**config.mk**
```make
export PLATFORM = sky130hd
export DESIGN_NAME = controlador_bus_rtc_flat
export DESIGN_NICKNAME = d
export VERILOG_FILES = /design/src/rtl/controlador_bus_rtc_pkg.sv /design/src/rtl/controlador_bus_rtc_if.sv /design/src/rtl/controlador_bus_rtc_contador_fase.sv /design/src/rtl/controlador_bus_rtc.sv /design/src/flat_wrapper.sv
export SDC_FILE = /design/constraint.sdc
export NUM_CORES = 1
export LEC_CHECK = 0
export ABC_AREA = 1
export BUFFER_PORTS_ARGS = -buffer_cell sky130_fd_sc_hd__buf_2
export CORE_MARGIN = 8
export CORE_UTILIZATION = 30
export CTS_BUF_LIST = sky130_fd_sc_hd__clkbuf_8 sky130_fd_sc_hd__clkbuf_16
export DETAILED_ROUTE_END_ITERATION = 6
export PLACE_DENSITY = 0.51
export SETUP_SLACK_MARGIN = 0.1
export SYNTH_ARGS = -nofsm -noshare
export SYNTH_HDL_FRONTEND = slang
export SYNTH_HIERARCHICAL = 1
export SYNTH_SLANG_ARGS = --single-unit
```
**constraint.sdc**
```tcl
create_clock -name clk -period 2.85 [get_ports clk]
set_clock_uncertainty 0.15 [all_clocks]
set_input_delay 0.57 -clock clk [delete_from_list [all_inputs] [get_ports clk]]
set_output_delay 0.57 -clock clk [all_outputs]
set_load 0.1 [all_outputs]
```
**src/rtl/controlador_bus_rtc_pkg.sv**
```systemverilog
// Shared definitions for the RTC multiplexed-bus sequencer.
//   - state_t        : bus-cycle states (IDLE, address phases, data phases, FIN)
//   - BUS_W          : AD bus / register width
//   - PHASE_LEN_MIN/MAX : legal cycles-per-phase range (3-bit step counter)
//   - CMD_WRITE/READ : encoding of the wr_rd command bit
package controlador_bus_rtc_pkg;

  localparam int unsigned BUS_W         = 8;
  localparam int unsigned PHASE_LEN_MIN = 1;
  localparam int unsigned PHASE_LEN_MAX = 7;

  localparam logic CMD_WRITE = 1'b1;
  localparam logic CMD_READ  = 1'b0;

  typedef enum logic [2:0] {
    IDLE,
    A_SETUP,
    A_STROBE,
    A_HOLD,
    D_SETUP,
    D_STROBE,
    D_HOLD,
    FIN
  } state_t;

  function automatic logic is_addr_phase(state_t s);
    return (s == A_SETUP) || (s == A_STROBE) || (s == A_HOLD);
  endfunction

  function automatic logic is_data_phase(state_t s);
    return (s == D_SETUP) || (s == D_STROBE) || (s == D_HOLD);
  endfunction

endpackage

```
**src/rtl/controlador_bus_rtc_if.sv**
```systemverilog
// Command and AD-bus bundle for controlador_bus_rtc.
//   Command side : start, wr_rd, addr, data_in -> busy, done, data_out
//   Pad side     : ad_in -> cs_n, rd_n, wr_n, ad_n, ad_out, ad_oe
// modport slave is taken by the sequencer, master by whoever drives it.
interface controlador_bus_rtc_if;
  import controlador_bus_rtc_pkg::*;

  logic             start;
  logic             wr_rd;
  logic [BUS_W-1:0] addr;
  logic [BUS_W-1:0] data_in;
  logic [BUS_W-1:0] ad_in;
  logic             busy;
  logic             done;
  logic [BUS_W-1:0] data_out;
  logic             cs_n;
  logic             rd_n;
  logic             wr_n;
  logic             ad_n;
  logic [BUS_W-1:0] ad_out;
  logic             ad_oe;

  modport master (
    output start, wr_rd, addr, data_in, ad_in,
    input  busy, done, data_out, cs_n, rd_n, wr_n, ad_n, ad_out, ad_oe
  );

  modport slave (
    input  start, wr_rd, addr, data_in, ad_in,
    output busy, done, data_out, cs_n, rd_n, wr_n, ad_n, ad_out, ad_oe
  );

endinterface

```
**src/rtl/controlador_bus_rtc_contador_fase.sv**
```systemverilog
// Per-phase step counter for the bus sequencer.
//   clk, reset : clock, synchronous active-high reset
//   clr_i      : restart the count at 0 (has priority over en_i)
//   en_i       : advance the count by one
//   tc_o       : count has reached PHASE_LEN-1 (last cycle of the phase)
module contador_fase #(
  parameter int unsigned PHASE_LEN = 4
) (
  input  logic clk,
  input  logic reset,
  input  logic clr_i,
  input  logic en_i,
  output logic tc_o
);

  localparam logic [2:0] TC_VAL = 3'(PHASE_LEN - 1);

  logic [2:0] count_q;

  always_ff @(posedge clk) begin
    if (reset) begin
      count_q <= '0;
    end else if (clr_i) begin
      count_q <= '0;
    end else if (en_i) begin
      count_q <= count_q + 3'd1;
    end
  end

  assign tc_o = (count_q == TC_VAL);

endmodule

```
**src/rtl/controlador_bus_rtc.sv**
```systemverilog
// Six-phase read/write sequencer for the RTC multiplexed AD bus.
//   clk, reset : clock, synchronous active-high reset
//   bus        : controlador_bus_rtc_if.slave (command handshake + pad signals)
// One command is accepted in IDLE; the bus then runs address setup/strobe/hold
// and data setup/strobe/hold, each PHASE_LEN cycles, followed by a one-cycle FIN.
module controlador_bus_rtc
  import controlador_bus_rtc_pkg::*;
#(
  parameter int unsigned PHASE_LEN = 4
) (
  input logic                 clk,
  input logic                 reset,
  controlador_bus_rtc_if.slave bus
);

  state_t           state_q, state_d;
  logic             cmd_q, cmd_d;
  logic [BUS_W-1:0] addr_q, addr_d;
  logic [BUS_W-1:0] data_q, data_d;

  logic             cs_n_q, rd_n_q, wr_n_q, ad_n_q, ad_oe_q;
  logic [BUS_W-1:0] ad_out_q, data_out_q;
  logic             busy_q, done_q;

  logic tc, cnt_en, cnt_clr;

  // Counter runs in every bus phase and restarts on accept and at each phase boundary.
  assign cnt_en  = (state_q != IDLE) && (state_q != FIN);
  assign cnt_clr = ((state_q == IDLE) && bus.start) || (cnt_en && tc);

  contador_fase #(.PHASE_LEN(PHASE_LEN)) u_contador (
    .clk   (clk),
    .reset (reset),
    .clr_i (cnt_clr),
    .en_i  (cnt_en),
    .tc_o  (tc)
  );

  always_comb begin
    state_d = state_q;
    cmd_d   = cmd_q;
    addr_d  = addr_q;
    data_d  = data_q;
    unique case (state_q)
      IDLE: begin
        if (bus.start) begin
          state_d = A_SETUP;
          cmd_d   = bus.wr_rd;
          addr_d  = bus.addr;
          data_d  = bus.data_in;
        end
      end
      A_SETUP:  if (tc) state_d = A_STROBE;
      A_STROBE: if (tc) state_d = A_HOLD;
      A_HOLD:   if (tc) state_d = D_SETUP;
      D_SETUP:  if (tc) state_d = D_STROBE;
      D_STROBE: if (tc) state_d = D_HOLD;
      D_HOLD:   if (tc) state_d = FIN;
      FIN:      state_d = IDLE;
      default:  state_d = IDLE;
    endcase
  end

  // Outputs are decoded from the next state and next command latches so each
  // registered output lines up with the state it describes in the same cycle.
  always_ff @(posedge clk) begin
    if (reset) begin
      state_q    <= IDLE;
      cmd_q      <= CMD_READ;
      addr_q     <= '0;
      data_q     <= '0;
      cs_n_q     <= 1'b1;
      rd_n_q     <= 1'b1;
      wr_n_q     <= 1'b1;
      ad_n_q     <= 1'b1;
      ad_oe_q    <= 1'b0;
      ad_out_q   <= '0;
      busy_q     <= 1'b0;
      done_q     <= 1'b0;
      data_out_q <= '0;
    end else begin
      state_q <= state_d;
      cmd_q   <= cmd_d;
      addr_q  <= addr_d;
      data_q  <= data_d;

      cs_n_q  <= (state_d == IDLE) || (state_d == FIN);
      ad_n_q  <= !is_addr_phase(state_d);
      wr_n_q  <= !((state_d == A_STROBE) ||
                   ((state_d == D_STROBE) && (cmd_d == CMD_WRITE)));
      rd_n_q  <= !((state_d == D_STROBE) && (cmd_d == CMD_READ));
      ad_oe_q <= is_addr_phase(state_d) ||
                 (is_data_phase(state_d) && (cmd_d == CMD_WRITE));

      if (is_addr_phase(state_d)) begin
        ad_out_q <= addr_d;
      end else if (is_data_phase(state_d) && (cmd_d == CMD_WRITE)) begin
        ad_out_q <= data_d;
      end else begin
        ad_out_q <= '0;
      end

      busy_q <= (state_d != IDLE);
      done_q <= (state_d == FIN);

      // Sample the pad on the final strobe cycle, while rd_n is still low.
      if ((state_q == D_STROBE) && tc && (cmd_q == CMD_READ)) begin
        data_out_q <= bus.ad_in;
      end
    end
  end

  // The step counter is 3 bits wide, so PHASE_LEN must stay in 1..7.
  always_ff @(posedge clk) begin
    assert (PHASE_LEN >= PHASE_LEN_MIN && PHASE_LEN <= PHASE_LEN_MAX);
  end

  assign bus.cs_n     = cs_n_q;
  assign bus.rd_n     = rd_n_q;
  assign bus.wr_n     = wr_n_q;
  assign bus.ad_n     = ad_n_q;
  assign bus.ad_oe    = ad_oe_q;
  assign bus.ad_out   = ad_out_q;
  assign bus.busy     = busy_q;
  assign bus.done     = done_q;
  assign bus.data_out = data_out_q;

endmodule

```
**src/flat_wrapper.sv**
```systemverilog
// flat-port wrapper written by rule: the top's interface ports become plain ports
module controlador_bus_rtc_flat import controlador_bus_rtc_pkg::*;
#(
  parameter int unsigned PHASE_LEN = 4
)
  (clk, reset, bus_start, bus_wr_rd, bus_addr, bus_data_in, bus_ad_in, bus_busy, bus_done, bus_data_out, bus_cs_n, bus_rd_n, bus_wr_n, bus_ad_n, bus_ad_out, bus_ad_oe);
  controlador_bus_rtc_if bus_i ();
  input logic clk;
  input logic reset;
  input wire logic [$bits(bus_i.start)-1:0] bus_start;
  input wire logic [$bits(bus_i.wr_rd)-1:0] bus_wr_rd;
  input wire logic [$bits(bus_i.addr)-1:0] bus_addr;
  input wire logic [$bits(bus_i.data_in)-1:0] bus_data_in;
  input wire logic [$bits(bus_i.ad_in)-1:0] bus_ad_in;
  output wire logic [$bits(bus_i.busy)-1:0] bus_busy;
  output wire logic [$bits(bus_i.done)-1:0] bus_done;
  output wire logic [$bits(bus_i.data_out)-1:0] bus_data_out;
  output wire logic [$bits(bus_i.cs_n)-1:0] bus_cs_n;
  output wire logic [$bits(bus_i.rd_n)-1:0] bus_rd_n;
  output wire logic [$bits(bus_i.wr_n)-1:0] bus_wr_n;
  output wire logic [$bits(bus_i.ad_n)-1:0] bus_ad_n;
  output wire logic [$bits(bus_i.ad_out)-1:0] bus_ad_out;
  output wire logic [$bits(bus_i.ad_oe)-1:0] bus_ad_oe;
  assign bus_i.start = bus_start;
  assign bus_i.wr_rd = bus_wr_rd;
  assign bus_i.addr = bus_addr;
  assign bus_i.data_in = bus_data_in;
  assign bus_i.ad_in = bus_ad_in;
  assign bus_busy = bus_i.busy;
  assign bus_done = bus_i.done;
  assign bus_data_out = bus_i.data_out;
  assign bus_cs_n = bus_i.cs_n;
  assign bus_rd_n = bus_i.rd_n;
  assign bus_wr_n = bus_i.wr_n;
  assign bus_ad_n = bus_i.ad_n;
  assign bus_ad_out = bus_i.ad_out;
  assign bus_ad_oe = bus_i.ad_oe;
  controlador_bus_rtc #(.PHASE_LEN(PHASE_LEN)) u_core (.clk(clk), .reset(reset), .bus(bus_i));
endmodule
```
Word-level counts from Yosys, hierarchy flattened
Cells that the tools add are included.
{"block": "word_totals", "register_bits": 46, "inputBits": 28, "out_inout_bits": 23, "elab_cells": 73}
{"block": "op_classes", "add_sub_neg": 1, "eq_ne": 16, "mux": 16, "bitwise_logic": 2, "n_reduce_logical": 24}
{"cell": "8-bit two-way mux", "n": 6}
{"cell": "3-bit equality test, second input constant", "n": 8}
{"cell": "3-bit case mux with 8 select lines", "n": 1}
{"cell": "3-bit two-way mux", "n": 7}
{"cell": "3-bit by 2-bit equality test with 1-bit output, second input constant", "n": 5}
{"cell": "1-bit logical AND", "n": 8}
{"cell": "1-bit logical OR", "n": 8}
{"cell": "3-bit by 1-bit equality test with 1-bit output, second input constant", "n": 2}
{"cell": "3-bit logical NOT", "n": 2}
{"cell": "3-bit nonzero test", "n": 2}
{"cell": "3-bit by 1-bit adder with 3-bit output, second input constant", "n": 1}
{"cell": "1-bit logical NOT", "n": 3}
{"cell": "3-bit != test, second input constant", "n": 1}
{"cell": "1-bit two-way mux", "n": 2}
{"cell": "1-bit NOT", "n": 2}
{"cell": "2-bit OR reduction", "n": 1}

Logic depth before layout (Yosys ltp)
Gate-level depths: netlist of run 1.
{"block": "logic_depth", "ltp_word": 9, "ltp_mapped": 9}

Cells and area by module
The synthesis of run 1 kept the hierarchy.
{"module": "controlador_bus_rtc", "instances": 1, "cells_each": 220, "area_each_um2": 1784.2, "seq_area_each_um2": 860.8}
{"module": "contador_fase", "instances": 1, "cells_each": 23, "area_each_um2": 155.1, "seq_area_each_um2": 60.1}

Worst setup path before layout of run 1
Ideal clock, no wire load.
{"block": "synth_timing", "kind": "register to output", "start": "reg u_core.data_out_q[0], in the netlist u_core/bus.data_out[0]", "end": "out bus_data_out[0]", "arrival_time_ns": 0.925, "t_required_ns": 2.130, "setup_slack_ns": 1.205, "stages_incl_launch_ff": 1, "cell_sequence": "dfxtp_1"}
{"element": "from (decl)", "line": "controlador_bus_rtc.sv:22", "rtl": "logic [BUS_W-1:0] ad_out_q, data_out_q;"}
{"element": "from (signal assigned)", "line": "controlador_bus_rtc.sv:108", "rtl": "data_out_q <= bus.ad_in;"}
{"element": "to (decl)", "line": "flat_wrapper.sv:17", "rtl": "output wire logic [$bits(bus_i.data_out)-1:0] bus_data_out;"}
No word-level cell between the ends.

Final worst setup path of run 1
{"block": "layout_timing", "start": "reg u_core.state_q[1]", "end": "reg u_core.wr_n_q, in the netlist u_core/bus.wr_n"}
{"block": "layout_via", "elab_chain_len": 6, "elab_cells_between_ends": 22, "classes_between": "eq/ne (9); mux (9); reduce/logical (4)"}
{"element": "from (decl)", "line": "controlador_bus_rtc.sv:16", "rtl": "state_t state_q, state_d;"}
{"element": "from (signal assigned)", "line": "controlador_bus_rtc.sv:82", "rtl": "state_q <= state_d;"}
{"element": "3-bit equality test (tied with other cells)", "line": "controlador_bus_rtc.sv:44", "rtl": "unique case (state_q)"}
{"element": "3-bit case mux with 8 select lines", "line": "controlador_bus_rtc.sv:44"}
{"element": "3-bit equality test", "line": "controlador_bus_rtc.sv:90", "rtl": "((state_d == D_STROBE) && (cmd_d == CMD_WRITE)));"}
{"element": "1-bit logical AND", "line": "controlador_bus_rtc.sv:90"}
{"element": "1-bit logical OR *", "line": "controlador_bus_rtc.sv:89", "rtl": "wr_n_q <= !((state_d == A_STROBE) ||"}
{"element": "1-bit logical NOT *", "line": "controlador_bus_rtc.sv:89"}
{"element": "to (signal assigned)", "line": "controlador_bus_rtc.sv:89"}
{"element": "to (decl)", "line": "controlador_bus_rtc.sv:21", "rtl": "logic cs_n_q, rd_n_q, wr_n_q, ad_n_q, ad_oe_q;"}
Mark *: on every way between the ends. The rest lies on a longest branch, timed or not.
A chain may end at the register's enable or synchronous reset.

==> results of run 1 <==
==> routing by layer <==
| metal | wire length, um | global-route usage [%] |
|---|---|---|
| met1 | 2181 | 13.31 |
| met2 | 2025 | 15.44 |
| met3 | 513 | 4.405 |
| met4 | 19 | 3.026 |
| met5 | 0 | 0 |
==> worst min-delay path by stage <==
| stage | endpoint | slack [ps] | start |
|---|---|---|---|
| 4_1_cts | u_core/data_q[0] | 320 | u_core/data_q[0] |
| 3_5_place_dp | u_core/data_q[0] | 310 | u_core/data_q[0] |
| 3_3_place_gp | u_core/data_q[3] | 310 | u_core/data_q[3] |
| 6_report | u_core/data_q[0] | 320 | u_core/data_q[0] |
| 2_1_floorplan | u_core/addr_q[7] | 300 | u_core/addr_q[7] |
| 5_1_grt | u_core/data_q[4] | 340 | u_core/data_q[4] |
==> per-stage QoR <==
stage | util, % | total power, uW | hold slack (ps) | std cells | setup slack (ps)
2_1_floorplan | - | 891.5 | 296.4 | 243 | 1205
3_3_place_gp | 35.32 | 941.0 | 306.5 | 363 | 786.6
3_5_place_dp | 35.32 | 941.4 | 310.8 | 363 | 727.8
4_1_cts | 36.56 | 1320 | 323.9 | 370 | 718.0
5_1_grt | 36.56 | 1365 | 338.0 | 370 | 528.8
6_report | 36.56 | 1294 | 323.0 | 370 | 757.1
==> power groups by stage <==
stage                     clock network, uW  registers (uW)  logic [uW]
after global placement                    0             701         240
after detailed placement                  0             700         241
after CTS                               393             686         241
final                                   370             686         239
after global routing                    413             690         262
after floorplan                           0             777         115
==> Yosys cell counts (2+ instances only) <==
library cell,count
sky130_fd_sc_hd__nand2_2,4
sky130_fd_sc_hd__inv_2,4
sky130_fd_sc_hd__dfxtp_1,46
sky130_fd_sc_hd__nand2_4,2
sky130_fd_sc_hd__clkbuf_1,3
sky130_fd_sc_hd__nand3_1,37
sky130_fd_sc_hd__nor2_1,26
sky130_fd_sc_hd__a21oi_1,25
sky130_fd_sc_hd__inv_1,13
sky130_fd_sc_hd__ha_1,2
sky130_fd_sc_hd__nand4_1,3
sky130_fd_sc_hd__buf_6,3
sky130_fd_sc_hd__o21ai_0,8
sky130_fd_sc_hd__nor2_4,3
sky130_fd_sc_hd__nand2_1,52
sky130_fd_sc_hd__o21ai_4,2
==> worst register-to-register path, stage by stage (launching register included) <==
cell                      delay [ps]
sky130_fd_sc_hd__dfxtp_1         370
sky130_fd_sc_hd__nor2_4          440
sky130_fd_sc_hd__nand2_2         370
sky130_fd_sc_hd__nand2_1         170
sky130_fd_sc_hd__nand2_2         110
sky130_fd_sc_hd__nor2_8          170
sky130_fd_sc_hd__nand3_1          90
sky130_fd_sc_hd__nand2_1          70
sky130_fd_sc_hd__nand2_1          40
==> sequential cells by signal, indices dropped and copies added (netlist names) <==
name	flops
u_core/u_contador/count_q	3
u_core/bus.busy	1
u_core/bus.cs_n	1
u_core/addr_q	8
u_core/cmd_q	1
u_core/bus.rd_n	1
u_core/bus.wr_n	1
u_core/bus.ad_out	8
u_core/data_q	8
u_core/state_q	3
u_core/bus.ad_n	1
u_core/bus.ad_oe	1
u_core/bus.done	1
u_core/bus.data_out	8
==> cells by family after synthesis <==
kind of cell | after synthesis
simple gates | 132
flops | 46
buf+inv | 26
fa+ha+maj | 2
compound gates | 37
==> layout make-up <==
type / instances / area share [%]
clock buffers: 5 / 2.981
inverters: 17 / 2.764
clock inverters: 2 / 0.4336
repair buffers: 52 / 11.49
flip-flops and latches: 46 / 39.89
multi-input cells: 171 / 38.27
well taps: 77 / 4.173
==> impl_metrics.env, run 1 <==
export IMPL_floorplan_die_area_um2=9293
export IMPL_number_of_violations_reported_at_the_end_of_detailed_routing_iteration_0=95
export IMPL_clock_sink_count=46
export IMPL_simple_gate_share_of_the_synthesized_area_pct=32.97
export IMPL_largest_delay_contributor_family_on_the_critical_path="simple AND/OR/NAND/NOR gates"
export IMPL_cts_hold_buffers_added=0
export IMPL_register_area_um2=920.9
export IMPL_synthesis_nets=273
export IMPL_post_drt_wl_per_cell_um=12.81
export IMPL_startpoint="u_core/state_q[1]"
export IMPL_holdPathStages=2
export IMPL_min_path_type="register to register"
export IMPL_synthDominantAreaCellType="sky130_fd_sc_hd__dfxtp_1"
export IMPL_post_cts_setup_buffer_count=0
export IMPL_ys_ff_latch=46
export IMPL_synthMuxAreaShare_pct=0
export IMPL_reg2reg_to="u_core/bus.wr_n"
export IMPL_timing_hold_violations_final=0
export IMPL_worst_setup_path_type="register to register"
export IMPL_ios=51
export IMPL_globalRouteTotalUtil_pct=10.35
export IMPL_worst_slew_pin_slew_ps=496.3
export IMPL_clock_share_of_power_pct=28.6
export IMPL_synth_top_cells_by_area="sky130_fd_sc_hd__dfxtp_1 (47%), sky130_fd_sc_hd__nand2_1 (10%), sky130_fd_sc_hd__nand3_1 (9.5%)"
export IMPL_worst_skew_pair_late_latency_ps=290
export IMPL_mostFrequentLayoutCell="sky130_fd_sc_hd__nand2_1"
export IMPL_seq_power_share_pct=53.0
export IMPL_placedInstanceArea_um2=2230
export IMPL_num_nets_final=323
export IMPL_worstRegToRegCells=8
export IMPL_first_pass_iters=4
export IMPL_status="completed"
export IMPL_cts_resized=0
export IMPL_cts_htree_levels=2
export IMPL_timing_critical_path_fanout_max=20
export IMPL_antenna_cells_inserted=0
export IMPL_reg_to_reg_setup_timing_slack_ps=760
export IMPL_multi_input_area_um2=883.3
export IMPL_cp_data_required_time_ps=2880
export IMPL_min_period_over_period_pct=73.44
export IMPL_grt_setup_unrepaired="no"
export IMPL_antenna_found_initial=0
export IMPL_final_cell_area_um2=2308
export IMPL_drv_slew=0
export IMPL_yosysWarnings=6
export IMPL_synth_top_cell_area_share_pct=47.48
export IMPL_synth_compound_gate_area_share_pct=11.29
export IMPL_cp_arrival_ps=2120
export IMPL_switching_share_pct=30.47
export IMPL_ys_flop_type="sky130_fd_sc_hd__dfxtp_1"
export IMPL_timing_rr_start="u_core/state_q[1]"
export IMPL_clock_tree_root_cell="sky130_fd_sc_hd__clkbuf_8"
export IMPL_ir_worst_vdd_v=0.0002502
export IMPL_post_route_cells_drive_above_1_share_pct=27.30
export IMPL_yosys_area_share_xor_xnor_pct=0
export IMPL_synth_enable_flop_cells=0
export IMPL_power_per_cell_area_nw_per_um2=560.7
export IMPL_drt_drc_violations_left=0
export IMPL_power_leakage_uw=0.001111
export IMPL_internal_power_uw=899.9
export IMPL_cts_tree="built"
export IMPL_die_width_um=96.40
export IMPL_synth_top_family_by_area="simple AND/OR/NAND/NOR gates"
export IMPL_timing_setup_tns_ps=0
export IMPL_switching_power_uw=394.3
export IMPL_critical_path_endpoint="u_core/bus.wr_n"
export IMPL_fill_cells=688
export IMPL_critical_path_depth=8
export IMPL_post_route_min_period_ps=2093
export IMPL_grt_pass1_vias=1583
export IMPL_port_buffer_count=50
export IMPL_drtAntennaViolNets=0
export IMPL_area_growth_syn_to_layout_pct=19.03
export IMPL_syn_instance_count=243
export IMPL_finalWeightedCongestion=0.7042
export IMPL_timing_critical_path_cells="nor2_4 -> nand2_2 -> nand2_1 -> nand2_2 -> nor2_8 -> nand3_1 -> nand2_1 -> nand2_1"
export IMPL_overflow=0
export IMPL_vias=1682
export IMPL_setup_violations=0
export IMPL_most_common_layout_cells="sky130_fd_sc_hd__nand2_1 (52), sky130_fd_sc_hd__buf_2 (50), sky130_fd_sc_hd__dfxtp_1 (46)"
export IMPL_cp_buffers_inverters=0
export IMPL_maxCapViolations=0
export IMPL_pin_count_of_the_biggest_net_entering_global_routing=22
export IMPL_slew_headroom_pct=66.84
export IMPL_critical_path_startpoint_category="register"
export IMPL_clk_transition_reported_paths_ps=80
export IMPL_async_flop_share_pct=0
export IMPL_synthAdderAreaFrac_pct=1.290
export IMPL_cp_slowest_cell="sky130_fd_sc_hd__nor2_4"
export IMPL_detail_route_wirelength_um=4740
export IMPL_critical_path_max_stage_delay_ps=440
export IMPL_crit_top_cell="sky130_fd_sc_hd__nand2_1"
export IMPL_cts_root_to_sink_buffers=2
export IMPL_fp_row_count=29
export IMPL_vias_per_cell=4.546
export IMPL_place_hpwl_um=3374
export IMPL_register_area_share_after_synthesis_pct=47.48
export IMPL_syn_avg_cell_area_um2=7.981
export IMPL_synth_lib_cells_used_distinct=26
export IMPL_initial_utilization_pct=30.72
export IMPL_number_of_cts_inserted_buffers=5
export IMPL_syn_cell_area_um2=1939
export IMPL_worst_setup_path_end_kind="register"
export IMPL_grt_pass1_wl_um=7631
export IMPL_floorplan_die_height_um=96.40
export IMPL_pwr_share_comb_pct=18.4
export IMPL_core_region_area_um2=6314
export IMPL_max_freq_ghz=0.4778
No activity file was read; power rests on OpenSTA's default activity.
==> run 2: changes to the inputs <==
--- a/config.mk
+++ b/config.mk
@@ -5,13 +5,13 @@
 export SDC_FILE = /design/constraint.sdc
 export NUM_CORES = 1
 export LEC_CHECK = 0
-export ABC_AREA = 1
+export ABC_AREA = 0
 export BUFFER_PORTS_ARGS = -buffer_cell sky130_fd_sc_hd__buf_2
 export CORE_MARGIN = 8
 export CORE_UTILIZATION = 30
 export CTS_BUF_LIST = sky130_fd_sc_hd__clkbuf_8 sky130_fd_sc_hd__clkbuf_16
 export DETAILED_ROUTE_END_ITERATION = 6
-export PLACE_DENSITY = 0.51
+export PLACE_DENSITY = 0.52
 export SETUP_SLACK_MARGIN = 0.1
 export SYNTH_ARGS = -nofsm -noshare
 export SYNTH_HDL_FRONTEND = slang
==> constraint.sdc (replaced) <==
create_clock -name clk -period 1.96 [get_ports clk]
set_clock_uncertainty 0.15 [all_clocks]
set_input_delay 0.392 -clock clk [delete_from_list [all_inputs] [get_ports clk]]
set_output_delay 0.392 -clock clk [all_outputs]
set_load 0.1 [all_outputs]
==> impl_metrics.env, run 2 <==
export IMPL_num_nets_final=256
export IMPL_mostFrequentLayoutCell="sky130_fd_sc_hd__buf_2"
export IMPL_vias_per_cell=4.606
export IMPL_synth_top_cell_area_share_pct=50.69
export IMPL_synth_lib_cells_used_distinct=36
export IMPL_timing_critical_path_cells="ha_4 -> ha_4 -> and2_4 -> a211oi_4 -> or2b_4 -> o32ai_2"
export IMPL_yosysWarnings=6
export IMPL_cts_root_to_sink_buffers=2
export IMPL_synth_compound_gate_area_share_pct=12.40
export IMPL_cp_arrival_ps=1890
export IMPL_cts_hold_buffers_added=0
export IMPL_first_pass_iters=4
export IMPL_min_path_type="primary input to register"
export IMPL_fin_total_pwr_uw=1902
export IMPL_ys_ff_latch=46
export IMPL_maxCapViolations=0
export IMPL_grt_setup_unrepaired="yes"
export IMPL_synth_top_cells_by_area="sky130_fd_sc_hd__dfxtp_1 (51%), sky130_fd_sc_hd__mux2i_1 (14%), sky130_fd_sc_hd__o32ai_2 (7.2%)"
export IMPL_power_per_cell_area_nw_per_um2=804.3
export IMPL_grt_pass1_vias=1410
export IMPL_critical_path_startpoint_category="register"
export IMPL_post_route_min_period_ps=1830
export IMPL_cp_slowest_cell="sky130_fd_sc_hd__or2b_4"
export IMPL_fp_row_count=28
export IMPL_post_drt_wl_per_cell_um=14.43
export IMPL_timing_critical_path_fanout_max=7
export IMPL_die_width_um=93.82
export IMPL_most_common_layout_cells="sky130_fd_sc_hd__buf_2 (50), sky130_fd_sc_hd__dfxtp_1 (41), sky130_fd_sc_hd__nor2_1 (30)"
export IMPL_globalRouteTotalUtil_pct=9.799
export IMPL_setup_violations=0
export IMPL_worst_skew_pair_late_latency_ps=300
export IMPL_place_hpwl_um=3087
export IMPL_worst_slew_pin_slew_ps=491.8
export IMPL_area_growth_syn_to_layout_pct=30.17
export IMPL_synthMuxAreaShare_pct=14.33
export IMPL_antenna_found_initial=0
export IMPL_drv_slew=0
export IMPL_detail_route_wirelength_um=4357
export IMPL_async_flop_share_pct=0
export IMPL_reg_to_reg_setup_timing_slack_ps=130
export IMPL_vias=1391
export IMPL_timing_hold_violations_final=0
export IMPL_worst_setup_path_type="register to register"
export IMPL_post_route_cells_drive_above_1_share_pct=42.29
export IMPL_finalWeightedCongestion=0.7547
export IMPL_synth_top_family_by_area="simple AND/OR/NAND/NOR gates"
export IMPL_drt_drc_violations_left=0
export IMPL_crit_top_cell="sky130_fd_sc_hd__ha_4"
export IMPL_synthesis_nets=201
export IMPL_overflow=0
export IMPL_grt_pass1_wl_um=6865
export IMPL_worst_setup_path_end_kind="register"
export IMPL_clock_tree_root_cell="sky130_fd_sc_hd__clkbuf_8"
export IMPL_max_freq_ghz=0.5464
export IMPL_clock_sink_count=46
export IMPL_min_period_over_period_pct=93.37
export IMPL_antenna_cells_inserted=0
export IMPL_syn_avg_cell_area_um2=10.62
export IMPL_core_region_area_um2=5886
export IMPL_pin_count_of_the_biggest_net_entering_global_routing=18
export IMPL_synth_top_cells_by_count="sky130_fd_sc_hd__dfxtp_1 (46), sky130_fd_sc_hd__nor2_1 (30), sky130_fd_sc_hd__mux2i_1 (26), sky130_fd_sc_hd__o32ai_2 (8)"
export IMPL_initial_utilization_pct=30.87
export IMPL_number_of_cts_inserted_buffers=5
export IMPL_multi_input_area_um2=898.4
export IMPL_critical_path_max_stage_delay_ps=360
export IMPL_port_buffer_count=50
export IMPL_slew_headroom_pct=67.44
export IMPL_ys_flop_type="sky130_fd_sc_hd__dfxtp_1"
export IMPL_number_of_violations_reported_at_the_end_of_detailed_routing_iteration_0=30
export IMPL_syn_instance_count=171
export IMPL_ios=51
export IMPL_power_leakage_uw=0.0009832
export IMPL_synthAdderAreaFrac_pct=1.377
export IMPL_yosys_area_share_xor_xnor_pct=0.9642
export IMPL_ir_worst_vdd_v=0.0005514
export IMPL_simple_gate_share_of_the_synthesized_area_pct=15.50
export IMPL_timing_setup_tns_ps=0
export IMPL_synthDominantAreaCellType="sky130_fd_sc_hd__dfxtp_1"
export IMPL_drtAntennaViolNets=0
export IMPL_status="completed"
export IMPL_register_area_share_after_synthesis_pct=50.69
export IMPL_cts_htree_levels=2
export IMPL_floorplan_die_area_um2=8802
export IMPL_floorplan_die_height_um=93.82
export IMPL_cts_tree="built"
export IMPL_register_area_um2=932.1
export IMPL_clk_transition_reported_paths_ps=90
export IMPL_synth_enable_flop_cells=0
export IMPL_syn_cell_area_um2=1817
export IMPL_fill_cells=610
export IMPL_yosysMostFrequentCell="sky130_fd_sc_hd__dfxtp_1"
export IMPL_cp_data_required_time_ps=2020
## run 2: worst max-delay path, delay by kind of cell (launching register included)
family	cells	cell delay, ps
fa+ha+maj	2	330
simple gates	2	550
flops	1	350
compound gates	2	370
## run 2: cells by family (layout without fill, tap and decap cells)
group,after synthesis,after routing
buffers and inverters,17,71
adders and majority gates,2,2
DFF,46,46
muxes,26,26
xor gates and xnor gates,2,2
and+or+nand+nor,56,57
AOI/OAI and AO/OA,22,23
## run 2: what timing repair did
item,4_1_cts,5_1_grt
gates cloned,0,2
setup buffers,0,2
endpoints found under the setup margin,10,20
pin swaps,0,9
resized for setup,5,11
## run 2: cell type report
cell class	instances	area share (%)
Clock buffer	6	3.492
Sequential cell	46	39.42
Multi-Input combinational cell	110	37.99
Inverter	2	0.3175
Timing Repair Buffer	61	14.29
Tap cell	75	3.968
Clock inverter	2	0.5291
## run 2: power breakdown
group	internal, uW	leakage [uW]	switching [uW]
clock network	284	0.0000472	318
registers	973	0.000379	18.5
logic	101	0.000557	208
## run 2: metal layers
metal,vias up,share of wire [%],track usage (%)
met5,-,0,0
met4,0,1.2,3.567
met3,7,8.3,3.997
met2,42,44,15.34
met1,636,46,11.74
li1,706,-,-
## run 2: final timing paths
| path | startpoint | endpoint | cells after the start |
|---|---|---|---|
| hold reg to reg | u_core/bus.data_out[2] | u_core/bus.data_out[2] | 2 |
| setup / recovery | u_core/u_contador/count_q[0] | u_core/bus.ad_out[0] | 6 |
| setup reg to reg | u_core/u_contador/count_q[0] | u_core/bus.ad_out[0] | 6 |
| hold / removal | bus_ad_in[1] | u_core/bus.data_out[1] | 3 |
## run 2: metrics by stage
step                utilization [%]  instances  instance area (um^2)  hold WS, ps  worst slack [ps]
finish                        40.18        302                  2365        182.8             130.0
global route                  40.18        302                  2365        194.3             60.73
CTS                           39.07        298                  2300        176.7             97.04
detailed placement            37.27        290                  2193        328.2             14.51
global placement              37.27        290                  2193        321.2             67.85
floorplan                         -        171                  1874        305.5             73.67
